$ cat src/rtl/uart_tx_arbiter_if.sv
// Requester/transmitter bundle for the UART TX arbiter.
// Latency: none (wires only).
// Backpressure: req is held with data stable until ack; tx_busy holds off new starts.
//
// Ports carried:
//   req       requester -> arbiter   per-requester byte pending
//   req_data  requester -> arbiter   packed bytes, requester i on [8i+7:8i]
//   gnt       arbiter -> requester   one-hot grant, zero when idle
//   ack       arbiter -> requester   one-cycle byte-taken pulse
//   tx_data   arbiter -> uart        byte to transmit
//   tx_start  arbiter -> uart        one-cycle start pulse
//   tx_busy   uart -> arbiter        transmitter busy
//   tx_err    arbiter -> system      busy never rose after a start
interface uart_tx_arbiter_if #(
  parameter int NUM_REQ = 4
);
  logic [NUM_REQ-1:0]   req;
  logic [NUM_REQ*8-1:0] req_data;
  logic [NUM_REQ-1:0]   gnt;
  logic [NUM_REQ-1:0]   ack;
  logic [7:0]           tx_data;
  logic                 tx_start;
  logic                 tx_busy;
  logic                 tx_err;

  // arbiter side
  modport master (
    input  req, req_data, tx_busy,
    output gnt, ack, tx_data, tx_start, tx_err
  );

  // requesters + transmitter side
  modport slave (
    output req, req_data, tx_busy,
    input  gnt, ack, tx_data, tx_start, tx_err
  );
endinterface

$ cat src/rtl/uart_tx_arbiter.sv
// Round-robin arbiter sharing one UART byte transmitter among NUM_REQ requesters.
// Latency: grant and tx_start/ack one clock after req is sampled in IDLE.
// Backpressure: no new start while tx_busy is high; requesters hold req until ack.
//
// Ports: clk, rst (async active-low), bus (uart_tx_arbiter_if.master):
//   req/req_data in, gnt/ack out, tx_data/tx_start out, tx_busy in, tx_err out.
// Optional feature macro: UART_SRC_TAG_EN -- when defined, each new grant first
// sends a tag byte {4'hA, 1'b0, id[2:0]} (no ack) before the requester's data.
module uart_tx_arbiter #(
  parameter int NUM_REQ      = 4,
  parameter int MAX_BURST    = 1,
  parameter int BUSY_TIMEOUT = 4
) (
  input  logic               clk,
  input  logic               rst,
  uart_tx_arbiter_if.master  bus
);

  localparam int IW = (NUM_REQ > 1) ? $clog2(NUM_REQ) : 1;
  localparam int TW = $clog2(BUSY_TIMEOUT + 1);

  typedef enum logic [1:0] {
    IDLE    = 2'd0,
    START   = 2'd1,
    WAIT_HI = 2'd2,
    WAIT_LO = 2'd3
  } state_t;

  state_t               state_q, state_d;
  logic [NUM_REQ-1:0]   gnt_q,   gnt_d;
  logic [IW-1:0]        ptr_q,   ptr_d;    // last requester served
  logic [IW-1:0]        win_q,   win_d;    // requester currently holding the grant
  logic [3:0]           burst_q, burst_d;  // bytes sent in this grant
  logic [TW-1:0]        to_q,    to_d;     // cycles spent waiting for busy to rise
  logic [7:0]           data_q,  data_d;
  logic                 tag_q,   tag_d;    // byte in flight is a source tag

  logic [IW-1:0]        pick;
  logic                 pick_vld;
  logic                 timeout;

  // Index of the requester k places after base, wrapping modulo NUM_REQ.
  function automatic logic [IW-1:0] wrap_idx(input logic [IW-1:0] base, input int k);
    int s;
    s = (int'(base) + k) % NUM_REQ;
    return IW'(s);
  endfunction

  function automatic logic [7:0] byte_of(input logic [NUM_REQ*8-1:0] d,
                                         input logic [IW-1:0]        i);
    return d[int'(i)*8 +: 8];
  endfunction

  // Round-robin search: start just after the last winner so that the
  // requester served most recently has the lowest priority.
  always_comb begin
    pick     = '0;
    pick_vld = 1'b0;
    for (int k = 1; k <= NUM_REQ; k++) begin
      if (!pick_vld && bus.req[wrap_idx(ptr_q, k)]) begin
        pick     = wrap_idx(ptr_q, k);
        pick_vld = 1'b1;
      end
    end
  end

  // Next-state and datapath
  always_comb begin
    state_d = state_q;
    gnt_d   = gnt_q;
    ptr_d   = ptr_q;
    win_d   = win_q;
    burst_d = burst_q;
    to_d    = to_q;
    data_d  = data_q;
    tag_d   = tag_q;
    timeout = 1'b0;

    case (state_q)
      IDLE: begin
        // A busy transmitter may belong to a transfer started before reset
        // or by someone else; never start on top of it.
        if (pick_vld && !bus.tx_busy) begin
          gnt_d   = NUM_REQ'(1) << pick;
          win_d   = pick;
          burst_d = 4'd1;
          state_d = START;
`ifdef UART_SRC_TAG_EN
          data_d  = {4'hA, 1'b0, 3'(pick)};
          tag_d   = 1'b1;
`else
          data_d  = byte_of(bus.req_data, pick);
          tag_d   = 1'b0;
`endif
        end
      end

      START: begin
        to_d    = '0;
        state_d = WAIT_HI;
      end

      WAIT_HI: begin
        if (bus.tx_busy) begin
          state_d = WAIT_LO;
        end else if (to_q == TW'(BUSY_TIMEOUT - 1)) begin
          // Transmitter never answered: give up on this grant entirely,
          // including any data byte still queued behind a tag.
          timeout = 1'b1;
          gnt_d   = '0;
          ptr_d   = win_q;
          tag_d   = 1'b0;
          state_d = IDLE;
        end else begin
          to_d = to_q + TW'(1);
        end
      end

      WAIT_LO: begin
        if (!bus.tx_busy) begin
          if (tag_q) begin
            // Tag is out; the requester's first data byte follows under the
            // same grant. It is still pending since it has not been acked.
            data_d  = byte_of(bus.req_data, win_q);
            tag_d   = 1'b0;
            state_d = START;
          end else if (bus.req[win_q] && (burst_q < 4'(MAX_BURST))) begin
            data_d  = byte_of(bus.req_data, win_q);
            burst_d = burst_q + 4'd1;
            state_d = START;
          end else begin
            gnt_d   = '0;
            ptr_d   = win_q;
            state_d = IDLE;
          end
        end
      end

      default: begin
        state_d = IDLE;
      end
    endcase
  end

  always_ff @(posedge clk or negedge rst) begin
    if (!rst) begin
      state_q <= IDLE;
      gnt_q   <= '0;
      ptr_q   <= IW'(NUM_REQ - 1);
      win_q   <= '0;
      burst_q <= '0;
      to_q    <= '0;
      data_q  <= 8'h00;
      tag_q   <= 1'b0;
    end else begin
      state_q <= state_d;
      gnt_q   <= gnt_d;
      ptr_q   <= ptr_d;
      win_q   <= win_d;
      burst_q <= burst_d;
      to_q    <= to_d;
      data_q  <= data_d;
      tag_q   <= tag_d;
    end
  end

  // START lasts exactly one cycle, so decoding it gives a clean pulse that
  // also clears the instant reset is asserted.
  assign bus.gnt      = gnt_q;
  assign bus.tx_start = (state_q == START);
  assign bus.ack      = ((state_q == START) && !tag_q) ? gnt_q : '0;
  assign bus.tx_data  = data_q;
  assign bus.tx_err   = timeout;

endmodule
$ cat src/flat_wrapper.sv
// flat-port wrapper written by rule: the top's interface ports become plain ports
module uart_tx_arbiter_flat 
#(
  parameter int NUM_REQ      = 4,
  parameter int MAX_BURST    = 1,
  parameter int BUSY_TIMEOUT = 4
)
  (clk, rst, bus_req, bus_req_data, bus_tx_busy, bus_gnt, bus_ack, bus_tx_data, bus_tx_start, bus_tx_err);
  uart_tx_arbiter_if #(.NUM_REQ(NUM_REQ)) bus_i ();
  input  logic clk;
  input  logic rst;
  input wire logic [$bits(bus_i.req)-1:0] bus_req;
  input wire logic [$bits(bus_i.req_data)-1:0] bus_req_data;
  input wire logic [$bits(bus_i.tx_busy)-1:0] bus_tx_busy;
  output wire logic [$bits(bus_i.gnt)-1:0] bus_gnt;
  output wire logic [$bits(bus_i.ack)-1:0] bus_ack;
  output wire logic [$bits(bus_i.tx_data)-1:0] bus_tx_data;
  output wire logic [$bits(bus_i.tx_start)-1:0] bus_tx_start;
  output wire logic [$bits(bus_i.tx_err)-1:0] bus_tx_err;
  assign bus_i.req = bus_req;
  assign bus_i.req_data = bus_req_data;
  assign bus_i.tx_busy = bus_tx_busy;
  assign bus_gnt = bus_i.gnt;
  assign bus_ack = bus_i.ack;
  assign bus_tx_data = bus_i.tx_data;
  assign bus_tx_start = bus_i.tx_start;
  assign bus_tx_err = bus_i.tx_err;
  uart_tx_arbiter #(.NUM_REQ(NUM_REQ), .MAX_BURST(MAX_BURST), .BUSY_TIMEOUT(BUSY_TIMEOUT)) u_core (.clk(clk), .rst(rst), .bus(bus_i));
endmodule
$ cat config.mk
export PLATFORM = sky130hd
export DESIGN_NAME = uart_tx_arbiter_flat
export DESIGN_NICKNAME = d
export VERILOG_FILES = /design/src/rtl/uart_tx_arbiter_if.sv /design/src/rtl/uart_tx_arbiter.sv /design/src/flat_wrapper.sv
export SDC_FILE = /design/constraint.sdc
export NUM_CORES = 1
export LEC_CHECK = 0
export ABC_AREA = 1
export ABC_CLOCK_PERIOD_IN_PS = 1890
export BUFFER_PORTS_ARGS = -buffer_cell sky130_fd_sc_hd__buf_2
export CORE_UTILIZATION = 48
export CTS_BUF_LIST = sky130_fd_sc_hd__clkbuf_4
export DETAILED_ROUTE_END_ITERATION = 8
export PLACE_DENSITY = 0.78
export SYNTH_ARGS = -nofsm -noshare
export SYNTH_HDL_FRONTEND = slang
export SYNTH_SLANG_ARGS = --single-unit
$ cat constraint.sdc
create_clock -name clk -period 1.89 [get_ports clk]
set_input_delay 0.0945 -clock clk [delete_from_list [all_inputs] [get_ports clk]]
set_output_delay 0.0945 -clock clk [all_outputs]
set_load 0.005 [all_outputs]
==> reports/metrics.csv <==
stage,metric,value,unit
worst_setup_path,reg2reg path depth,16,
floorplanning,starting density of the core,51.01,%
clocking,clk slew on worst S/H paths,140,ps
logic_synthesis,cell taking the most area after synthesis,dfrtp_1,
grt,largest net degree at the start of global routing,26,
worst_setup_path,WP data arrival,2320,ps
grt,global-route wire length before repair,7.334,mm
clocking,cts bufs inserted,3,
worst_setup_path,crit path max fanout,8,
sta,Clock Skew,7.442,ps
clocking,clock tree buffer depth,2,
floorplanning,Core Box Area,3716,um2
final_layout,"commonest non-fill, non-tap cell in the layout",nand2_1,
place,"Cell Area, Placed",2347,um2
min_path,Hold Path Class,primary input to flip-flop,
power,Logic pwr share,77.3,%
floorplanning,die width,64.84,um
logic_synthesis,largest family of logic cells by synthesized area,simple AND/OR/NAND/NOR gates,
drt,Initial DRC Count,102,
logic_synthesis,Synth Instances,294,
clocking,CTS Root Cell,clkbuf_4,
logic_synthesis,synth top area cells,"dfrtp_1, nand2_1, inv_1",
logic_synthesis,mux share of post-synthesis cell area,0,%
place,hpwl dp,3.486,mm
worst_setup_path,RR Endpoint,u_core.bus.tx_data[2],
logic_synthesis,#FFs+latches synth,25,
floorplanning,row cnt,22,
power,Design Power,5.407,mW
final_layout,post-route cell area,2649,um2
floorplanning,die area,4204,um2
floorplanning,die height,64.84,um
final_layout,Layout area overhead,39.74,%
run_status,violated checks,negative setup slack,
sta,period utilisation layout,110.1,%
clocking,CTS tree,done,
worst_setup_path,Critical Path RT,2130,ps
power,internal power,2.660,mW
final_layout,layout cell share with drive strength beyond 1,40.53,%
power,Max VDD drop,1.006,mV
final_layout,Antenna Diode Count,0,
clocking,CTS sink cnt,25,
power,NetSw,2.747,mW
logic_synthesis,Avg Inst Size Synth,6.448,um2
run_status,status,"complete, but fails checks",
worst_setup_path,critical setup path kind,flip-flop to flip-flop,
power,pwr dens,2041,nW/um2
drt,First-pass DRT Iterations,4,
power,share of total power in the clock network,4.8,%
grt,GRT Util Overall,22.44,%
drt,Via-to-Cell Ratio,4.785,
logic_synthesis,Yosys cell types,27,
sta,fin. max-slew vios,0,
logic_synthesis,Compound-Gate Fraction of Synth Area,7.261,%
sta,Slew @ Worst Pin,563.3,ps
logic_synthesis,Yosys top cell area share,30.36,%
drt,via count,2024,
worst_setup_path,"most used cell, CP",nand2_2,
sta,RSZ-0062 raised after global routing,yes,
logic_synthesis,xor and xnor fraction of the mapped netlist area,0,%
sta,FMAX,0.4805,GHz
worst_setup_path,Critical Path Max Stage Delay,680,ps
sta,normalized max-slew margin,62.35,%
worst_setup_path,R2R Path Start,u_core.ptr_q[0],
place,routability-driven placement congestion ratio,0.8265,
drt,final WL,4.769,mm
flow_run,Max Cap Violations,0,
logic_synthesis,area share of fa/ha/maj cells after synthesis,2.640,%
power,switching share of total power,50.81,%
place,IO buf count,56,
sta,Setup Viol. Count Final,13,
logic_synthesis,YS warnings,0,
grt,antenna violations before repair,0,
place,DP Worst Slack,-79.01,ps
sta,final hold violations,0,
min_path,Hold Path Sink,u_core.state_q[1],
final_layout,most frequent cells in the layout,"nand2_1, inv_1, buf_2, nand3_1, nand2_2",
logic_synthesis,Synthesized Nets,337,
power,leakage power,1.561,nW
drt,Remaining DRCs,0,
drt,WL/cell,11.27,um
sta,setup ws final,-191.1,ps
sta,fin crit period,2081,ps
logic_synthesis,"Seq/Total Area, Yosys",33.14,%
worst_setup_path,Startpoint Class,flip-flop,
floorplanning,io pins,57,
min_path,Hold Path Cell Cnt,3,
clocking,clock latency on the worst-skew pair,330,ps
worst_setup_path,Worst path slowest cell,dfstp_2,
worst_setup_path,CP Capture Type,flip-flop,
worst_setup_path,reg2reg setup slack,-190,ps
power,Seq pwr share,18.0,%
min_path,Worst Min Path Start,bus_tx_busy,
clocking,H-tree lvl count,1,
worst_setup_path,CP cell instances,inv_8 > nand2_2 > nand2_4 > nand2_2 > nand2_2 > nand2_2 > nand2_2 > nor2_2 > nand2_2 > nand3_4 > buf_12 > nand3_1 > nand3_1 > nand2_1 > nand2_1 > nand2_1,
logic_synthesis,Post-Syn Area,1896,um2
logic_synthesis,Simple-Gate Fraction of Synth Area,40.99,%
drt,DRT antenna net count,0,
final_layout,NumNets Final,419,
grt,vias in the first global route,1763,
grt,total grt overflow,0,
[cells in the mapped netlist]
| cell type | instances |
|---|---|
| nor3_1 | 1 |
| nor2_1 | 17 |
| o21ai_1 | 2 |
| nor2_4 | 3 |
| nand3_2 | 1 |
| dfrtp_1 | 23 |
| o22ai_1 | 3 |
| a21oi_1 | 2 |
| nand2_1 | 93 |
| dfstp_2 | 2 |
| o21ai_0 | 12 |
| buf_4 | 1 |
| a22o_1 | 1 |
| ha_1 | 4 |
| inv_2 | 6 |
| buf_2 | 2 |
| nand3_1 | 36 |
| a31oi_1 | 2 |
| nor2_2 | 1 |
| inv_1 | 58 |
| nand3_4 | 1 |
| nand4_1 | 3 |
| inv_8 | 1 |
| nand2_2 | 13 |
| nand2_4 | 1 |
| buf_6 | 3 |
| o21ai_2 | 2 |
[power groups by stage]
stage / Combinational, mW / Clock, mW / Sequential (mW)
after global placement: 3.26 / 0 / 0.974
after detailed placement: 3.33 / 0 / 0.980
after floorplan: 2.36 / 0 / 0.925
after CTS: 3.38 / 0.263 / 0.967
final: 4.18 / 0.257 / 0.971
after global routing: 4.66 / 0.289 / 1.01
[final cells by class]
cell class              instances  area, um2
multi-input cells             199       1167
flip-flops and latches         25      628.1
fillers                       314       1067
repair buffers                 82      511.7
inverters                      65      251.5
well taps                      48      60.06
clock buffers                   4      30.03
[cell families (layout without fill, tap and decap cells)]
kind of cell | after synthesis | after routing
AO/OA/AOI/OAI | 24 | 24
flip-flops | 25 | 25
adder cells (fa/ha/maj) | 4 | 4
AND/OR/NAND/NOR | 170 | 171
buffers and inverters | 71 | 151
[sequential cells by signal, summed over array words and instances (netlist names)]
| register | cells |
|---|---|
| u_core.ptr_q | 2 |
| u_core.bus.tx_data | 8 |
| u_core.burst_q | 4 |
| u_core.to_q | 3 |
| u_core.win_q | 2 |
| u_core.bus.gnt | 4 |
| u_core.state_q | 2 |
[repair_timing]
item,4_1_cts,5_1_grt
resized for setup,2,49
hold buffers,1,0
hold endpoints to repair,23,0
cloned,0,2
pin swaps,0,31
setup endpoints to repair,11,20
setup buffers,1,3
[metrics by stage]
stage	utilization, %	instances	TNS (ps)	hold slack, ps
after floorplan	-	294	0	-201.1
after global placement	63.17	412	-249.9	109.2
after detailed placement	63.17	412	-529.9	115.1
after global routing	71.28	423	-4102	71.18
final	71.28	423	-1533	66.58
after CTS	64.65	418	-750.6	60.46
[per-layer routing]
layer | global-route usage [%] | routed length, um
met4 | 8.611 | 56
met1 | 29.23 | 2085
met5 | 0 | 0
met2 | 37.50 | 2385
met3 | 2.817 | 242
[worst max-delay path, delay by kind of cell, from the launching register on]
family | cells | cell delay, ps
buffers and inverters | 2 | 220
DFF | 1 | 680
and+or+nand+nor | 14 | 1090
[worst max path at each step]
stage	from	end	slack [ps]	cells past startpoint
after detailed placement	u_core.ptr_q[0]	u_core.bus.tx_data[7]	-80	15
after global placement	u_core.ptr_q[0]	u_core.bus.tx_data[2]	-40	15
after global routing	u_core.ptr_q[0]	u_core.bus.tx_data[0]	-330	15
after floorplan	u_core.ptr_q[0]	u_core.bus.tx_data[7]	20	17
after CTS	u_core.ptr_q[0]	u_core.bus.tx_data[6]	-100	15
final	u_core.ptr_q[0]	u_core.bus.tx_data[2]	-190	16
Note: power is estimated with default switching activity, not from simulation.
